[src/rtl/dram_if_pkg.sv]
// Shared widths and FSM encoding for the strobed-subblock DRAM port.
package dram_if_pkg;

    localparam int unsigned DADDR_BITS    = 32;
    localparam int unsigned DL2_BLOCK     = 512;
    localparam int unsigned DL2_SUBBLOCKS = 4;
    localparam int unsigned DL2_SUB_LOG2  = 2;

    typedef enum logic [2:0] {
        StIdle,
        StRdIssue,
        StRdCollect,
        StWrWait,
        StWrBeats,
        StResp
    } dram_state_e;

endpackage

[src/rtl/dram_beat_asm.sv]
// Read-beat assembly buffer with per-slot mask and duplicate detection,
// plus the write-side subblock selector.
module dram_beat_asm
    import dram_if_pkg::*;
#(
    parameter int unsigned SUBBLOCKS = DL2_SUBBLOCKS,
    parameter int unsigned SUB_LOG2  = DL2_SUB_LOG2,
    parameter int unsigned SUB_BITS  = DL2_BLOCK / DL2_SUBBLOCKS
) (
    input  logic                          clk,
    input  logic                          reset,
    input  logic                          clear,
    input  logic                          beat_valid,
    input  logic [SUB_LOG2-1:0]           beat_idx,
    input  logic [SUB_BITS-1:0]           beat_data,
    output logic [SUBBLOCKS*SUB_BITS-1:0] asm_block,
    output logic                          complete,
    output logic                          dup_beat,
    input  logic [SUBBLOCKS*SUB_BITS-1:0] wr_block,
    input  logic [SUB_LOG2-1:0]           wr_idx,
    output logic [SUB_BITS-1:0]           wr_sub
);

    logic [SUBBLOCKS-1:0]               mask_q, mask_d;
    logic [SUBBLOCKS-1:0][SUB_BITS-1:0] buf_q, buf_d;
    logic [SUBBLOCKS-1:0][SUB_BITS-1:0] wr_arr;

    always_comb begin
        mask_d = mask_q;
        buf_d  = buf_q;
        if (clear) begin
            mask_d = '0;
        end else if (beat_valid) begin
            mask_d[beat_idx] = 1'b1;
            buf_d[beat_idx]  = beat_data;
        end
    end

    // Completion looks at the mask including the current beat so the
    // response can be registered in the same cycle as the last beat.
    assign complete  = beat_valid && !clear && (&mask_d);
    assign dup_beat  = beat_valid && mask_q[beat_idx];
    assign asm_block = buf_d;

    always_ff @(posedge clk or posedge reset) begin
        if (reset) begin
            mask_q <= '0;
            buf_q  <= '0;
        end else begin
            mask_q <= mask_d;
            buf_q  <= buf_d;
        end
    end

    assign wr_arr = wr_block;
    assign wr_sub = wr_arr[wr_idx];

endmodule

[src/rtl/dram_port_master.sv]
// Block-level initiator for the strobed-subblock DRAM interface: one read or
// write block in flight, all bus and response outputs registered.
module dram_port_master
    import dram_if_pkg::*;
#(
    parameter int unsigned ADDR_BITS  = DADDR_BITS,
    parameter int unsigned BLOCK_BITS = DL2_BLOCK,
    parameter int unsigned SUBBLOCKS  = DL2_SUBBLOCKS,
    parameter int unsigned SUB_LOG2   = DL2_SUB_LOG2,
    localparam int unsigned SUB_BITS  = BLOCK_BITS / SUBBLOCKS
) (
    input  logic                  clk,
    input  logic                  reset,
    input  logic                  req_valid,
    output logic                  req_ready,
    input  logic                  req_we,
    input  logic [ADDR_BITS-1:0]  req_addr,
    input  logic [BLOCK_BITS-1:0] req_wdata,
    output logic                  resp_valid,
    output logic [BLOCK_BITS-1:0] resp_rdata,
    output logic                  proto_err,
    output logic [ADDR_BITS-1:0]  addr,
    output logic                  en,
    output logic                  we,
    output logic [SUB_LOG2-1:0]   dinDstrobe,
    output logic [SUB_BITS-1:0]   din,
    input  logic [SUB_LOG2-1:0]   doutDstrobe,
    input  logic [SUB_BITS-1:0]   dout,
    input  logic                  dready,
    input  logic                  accR,
    input  logic                  accW
);

    dram_state_e           state_q, state_d;
    logic                  req_ready_q, req_ready_d;
    logic                  en_q, en_d;
    logic                  we_q, we_d;
    logic                  resp_valid_q, resp_valid_d;
    logic                  proto_err_q, proto_err_d;
    logic [ADDR_BITS-1:0]  addr_q, addr_d;
    logic [BLOCK_BITS-1:0] wdata_q, wdata_d;
    logic [BLOCK_BITS-1:0] rdata_q, rdata_d;
    logic [SUB_LOG2-1:0]   k_q, k_d;
    logic [SUB_BITS-1:0]   din_q, din_d;

    logic                  asm_clear, beat_valid, complete, dup_beat;
    logic                  last_beat, wr_start, wr_step;
    logic [BLOCK_BITS-1:0] asm_block, wr_block;
    logic [SUB_BITS-1:0]   wr_sub;

    assign asm_clear  = (state_q == StIdle) && req_valid;
    assign beat_valid = (state_q == StRdCollect) && dready;
    assign last_beat  = k_q == SUB_LOG2'(SUBBLOCKS - 1);
    assign wr_start   = ((state_q == StIdle) && req_valid && req_we && accW) ||
                        ((state_q == StWrWait) && accW);
    assign wr_step    = (state_q == StWrBeats) && !last_beat;
    // Subblock 0 must come straight from the request when writing on acceptance.
    assign wr_block   = (state_q == StIdle) ? req_wdata : wdata_q;

    always_comb begin
        k_d = k_q;
        if (wr_start) begin
            k_d = '0;
        end else if (wr_step) begin
            k_d = k_q + SUB_LOG2'(1);
        end
    end

    dram_beat_asm #(
        .SUBBLOCKS (SUBBLOCKS),
        .SUB_LOG2  (SUB_LOG2),
        .SUB_BITS  (SUB_BITS)
    ) u_beat_asm (
        .clk        (clk),
        .reset      (reset),
        .clear      (asm_clear),
        .beat_valid (beat_valid),
        .beat_idx   (doutDstrobe),
        .beat_data  (dout),
        .asm_block  (asm_block),
        .complete   (complete),
        .dup_beat   (dup_beat),
        .wr_block   (wr_block),
        .wr_idx     (k_d),
        .wr_sub     (wr_sub)
    );

    always_comb begin
        state_d      = state_q;
        req_ready_d  = req_ready_q;
        en_d         = 1'b0;
        we_d         = 1'b0;
        resp_valid_d = 1'b0;
        addr_d       = addr_q;
        wdata_d      = wdata_q;
        din_d        = din_q;
        rdata_d      = rdata_q;
        proto_err_d  = proto_err_q | dup_beat | (dready && (state_q != StRdCollect));

        unique case (state_q)
            StIdle: begin
                if (req_valid) begin
                    addr_d      = req_addr;
                    wdata_d     = req_wdata;
                    req_ready_d = 1'b0;
                    if (req_we) begin
                        if (accW) begin
                            state_d = StWrBeats;
                            we_d    = 1'b1;
                            din_d   = wr_sub;
                        end else begin
                            state_d = StWrWait;
                        end
                    end else if (accR) begin
                        state_d = StRdCollect;
                        en_d    = 1'b1;
                    end else begin
                        state_d = StRdIssue;
                    end
                end
            end
            StRdIssue: begin
                if (accR) begin
                    state_d = StRdCollect;
                    en_d    = 1'b1;
                end
            end
            StRdCollect: begin
                if (complete) begin
                    rdata_d      = asm_block;
                    resp_valid_d = 1'b1;
                    state_d      = StResp;
                end
            end
            StWrWait: begin
                if (accW) begin
                    state_d = StWrBeats;
                    we_d    = 1'b1;
                    din_d   = wr_sub;
                end
            end
            StWrBeats: begin
                if (last_beat) begin
                    resp_valid_d = 1'b1;
                    state_d      = StResp;
                end else begin
                    we_d  = 1'b1;
                    din_d = wr_sub;
                end
            end
            StResp: begin
                state_d     = StIdle;
                req_ready_d = 1'b1;
            end
            default: state_d = StIdle;
        endcase
    end

    always_ff @(posedge clk or posedge reset) begin
        if (reset) begin
            state_q      <= StIdle;
            req_ready_q  <= 1'b1;
            en_q         <= 1'b0;
            we_q         <= 1'b0;
            resp_valid_q <= 1'b0;
            proto_err_q  <= 1'b0;
            addr_q       <= '0;
            wdata_q      <= '0;
            rdata_q      <= '0;
            k_q          <= '0;
            din_q        <= '0;
        end else begin
            state_q      <= state_d;
            req_ready_q  <= req_ready_d;
            en_q         <= en_d;
            we_q         <= we_d;
            resp_valid_q <= resp_valid_d;
            proto_err_q  <= proto_err_d;
            addr_q       <= addr_d;
            wdata_q      <= wdata_d;
            rdata_q      <= rdata_d;
            k_q          <= k_d;
            din_q        <= din_d;
        end
    end

    assign req_ready  = req_ready_q;
    assign en         = en_q;
    assign we         = we_q;
    assign resp_valid = resp_valid_q;
    assign resp_rdata = rdata_q;
    assign proto_err  = proto_err_q;
    assign addr       = addr_q;
    assign dinDstrobe = k_q;
    assign din        = din_q;

endmodule

[config.mk]
export PLATFORM = sky130hd
export DESIGN_NAME = dram_port_master
export DESIGN_NICKNAME = d
export VERILOG_FILES = /design/src/rtl/dram_if_pkg.sv /design/src/rtl/dram_beat_asm.sv /design/src/rtl/dram_port_master.sv
export SDC_FILE = /design/constraint.sdc
export NUM_CORES = 2
export LEC_CHECK = 0
export BUFFER_PORTS_ARGS = -buffer_cell sky130_fd_sc_hd__buf_4
export CORE_AREA = 2 2 530 532
export CTS_CLUSTER_SIZE = 25
export DETAILED_ROUTE_END_ITERATION = 8
export DIE_AREA = 0 0 532 534
export GPL_TIMING_DRIVEN = 1
export PLACE_DENSITY_LB_ADDON = 0.08
export SETUP_SLACK_MARGIN = 0.15
export SYNTH_ARGS = -nofsm -noshare
export SYNTH_HDL_FRONTEND = slang
export SYNTH_SLANG_ARGS = --single-unit
[constraint.sdc]
create_clock -name clk -period 99.4 [get_ports clk]
set_input_delay 4.97 -clock clk [delete_from_list [all_inputs] [get_ports clk]]
set_output_delay 4.97 -clock clk [all_outputs]
set_load 0.01 [all_outputs]
==> impl_metrics.json <==
{
  "status": "finished clean",
  "rsz0062_at_grt": "false",
  "intPower_uw": 1790,
  "grt_max_degree": 183,
  "leakage_uw": 0.0481,
  "holdPathStages": 2,
  "core-area_mm2": 0.278,
  "cts_root_buffer": "clkbuf_16",
  "cts_setup_buffers": 0,
  "synth_area_mm2": 0.0726,
  "maxCapViolCount": 0,
  "min_to": "wdata_q[340]",
  "r2r-end": "din[88]",
  "critical-path-slowest-cell": "buf_4",
  "num_io_pins": 1360,
  "start_util": 0.261,
  "path_common_cell": "buf_4",
  "yosys_warnings": 0,
  "min_period_over_period": 0.0865,
  "synth_cell_type_count": 42,
  "drt_iter0_markers": 3225,
  "die-width_um": 532,
  "synthToLayoutAreaGrowth_pct": 28.7,
  "cp.required_ns": 100.26,
  "cts_sinks": 1710,
  "grt.total_usage": 0.196,
  "cp_slowest_stage_delay_ns": 0.80,
  "hp-start": "wdata_q[340]",
  "grt_overflow": 0,
  "gp_congestion": 0.813,
  "final_cell_mix": "2518 x nand2_1, 1709 x dfrtp_1, 1412 x buf_4",
  "pwr-share-clk": 0.283,
  "timing.rr.start": "state_q[1]",
  "numPortBuffers": 1359,
  "vias": 51500,
  "end_kind": "asynchronous set/reset pin",
  "finalSetupTns_ns": 0,
  "holdWs_ns": 0.466,
  "cts_resized": 0,
  "cp.arrival_ns": 9.46,
  "avgSynthCellArea_um2": 11.5,
  "rr_worst_depth": 8,
  "vdd_drop_max_mv": 0.0284,
  "synth_cells": 6294,
  "final_common_cell": "nand2_1",
  "ctsHoldBuffers": 0,
  "hold_path.class": "register to register",
  "p_seq_frac": 0.376,
  "cp_num_buf_inv": 7,
  "swShare": 0.353,
  "min_period_ns": 8.60,
  "antenna_left": 0,
  "wl_per_cell_um": 25.0,
  "clk_pin_slew_worst_paths_ns": 0.05,
  "synth-seq-cells": 1710,
  "via_per_inst": 4.49,
  "ys.flop_type": "dfrtp_1",
  "dr.pass1.iters": 5,
  "setup_violations": 0,
  "numCtsBuffers": 208,
  "rrSetupSlack_ns": 94.17,
  "syn_nets": 6976,
  "dpl.hpwl_mm": 195,
  "die_h_um": 534,
  "start_kind": "input pin",
  "ys_seq_area_frac": 0.589,
  "worstPathMaxFanout": 141,
  "synth_edf_count": 0,
  "max_slew_margin": 0.111,
  "cts_tree": "built",
  "p_switching_uw": 974,
  "fp-row-count": 194,
  "drive_gt1_frac": 0.364,
  "async_reset_ff_frac": 1.00,
  "hold_violations": 0,
  "grt_pass1_vias": 51900,
  "clockBufferDepth": 4,
  "cpLargestDelayFamily": "buffers and inverters",
  "grt_pass1_wl_mm": 408,
  "h-tree-depth": 4,
  "clk_latency_ns": 0.88,
  "maxSlewViolCount": 0,
  "grt_antenna_before_repair": 127,
  "nets": 8212,
  "worstPathCellList": "buf_4 > inv_8 > buf_4 > buf_4 > buf_4 > buf_4 > buf_12",
  "drc_errors": 0,
  "fmax_mhz": 116,
  "die-area_mm2": 0.284,
  "crit_type": "input pin to asynchronous set/reset pin",
  "powerDensity_mw_per_mm2": 29.5,
  "pwr-share-comb": 0.342,
  "wirelength_mm": 287,
  "worstMarginPinSlew_ns": 1.33,
  "clock_skew_ns": 0.0635
}
-- registers in the layout, indices dropped and copies added, names as in the netlist --
signal	flops
resp_rdata	512
u_beat_asm.buf_q	512
wdata_q	512
din	128
addr	32
u_beat_asm.mask_q	4
state_q	3
dinDstrobe	2
en	1
proto_err	1
req_ready	1
resp_valid	1
we	1
-- worst register-to-register path: cells and delay by family, from the launching register on --
kind,cells,cell delay [ns]
compound gates,1,0.50
simple gates,2,0.44
mux,1,0.89
buf+inv,4,2.62
flops,1,0.62
-- cell type report --
class | count | area, µm²
fill | 28000 | 185000
sequential | 1710 | 42800
multi-input combinational | 4175 | 28000
timing repair buffer | 1428 | 10900
clock buffer | 331 | 6440
tap | 3724 | 4660
clock inverter | 38 | 512
antenna | 54 | 135
inverter | 7 | 33.8
-- routing by layer --
layer | vias to the layer above | wire length, µm | global-route usage
met2 | 1520 | 137000 | 0.318
met5 | - | 535 | 0
met3 | 451 | 25600 | 0.0765
met4 | 86 | 9060 | 0.0688
li1 | 23400 | - | -
met1 | 26000 | 114000 | 0.237
-- Yosys cell counts (all sizes together), types with 2 or more instances --
cell / number / share of area
mux2i: 33 / 0.0045
nand3: 2 / 0.00014
or4b: 2 / 0.00028
a221oi: 98 / 0.012
mux4: 129 / 0.040
clkbuf: 313 / 0.016
a21oi: 263 / 0.018
buf: 89 / 0.010
inv: 7 / 0.00036
mux2: 896 / 0.16
or3b: 2 / 0.00024
o21ai: 3 / 0.00021
dfrtp: 1709 / 0.59
nand2: 2519 / 0.13
nand2b: 7 / 0.00060
nor2: 165 / 0.0085
a21o: 2 / 0.00021
nand4bb: 2 / 0.00053
or3: 5 / 0.00043
o22ai: 32 / 0.0028
-- stage by stage --
step	worst slack, ns	cells	instance area (µm²)	utilization	power, µW
6_report	90.80	11500	93500	0.336	2760
5_1_grt	90.06	11500	93500	0.336	2950
4_1_cts	90.62	11400	93400	0.335	2820
3_5_place_dp	89.67	11000	86400	0.310	2020
3_3_place_gp	89.73	11000	86400	0.310	2000
2_1_floorplan	46.17	6294	72600	-	1660
-- cells by family after synthesis --
| group | synth area share |
|---|---|
| xor gates and xnor gates | 0.000121 |
| muxes | 0.208 |
| AOI/OAI and AO/OA | 0.0340 |
| adders and majority gates | 0.000172 |
| buffers and inverters | 0.0270 |
| and+or+nand+nor | 0.142 |
| DFF | 0.589 |
-- worst max path at each step --
stage / end / from / slack [ns] / cells after the start
after floorplan: addr[0] / reset / 46.17 / 1
after global placement: wdata_q[333] / reset / 89.73 / 7
after detailed placement: wdata_q[333] / reset / 89.67 / 7
after CTS: wdata_q[205] / reset / 90.62 / 7
after global routing: wdata_q[205] / reset / 90.06 / 7
final: wdata_q[205] / reset / 90.80 / 7
-- power by group through the flow --
stage	Sequential [µW]	Clock (µW)	Combinational, µW
after detailed placement	1050	0	971
after floorplan	1060	0	607
after global placement	1040	0	957
after CTS	1040	807	972
after global routing	1070	836	1050
final	1040	780	944
Note: power is estimated with default switching activity, not from simulation.
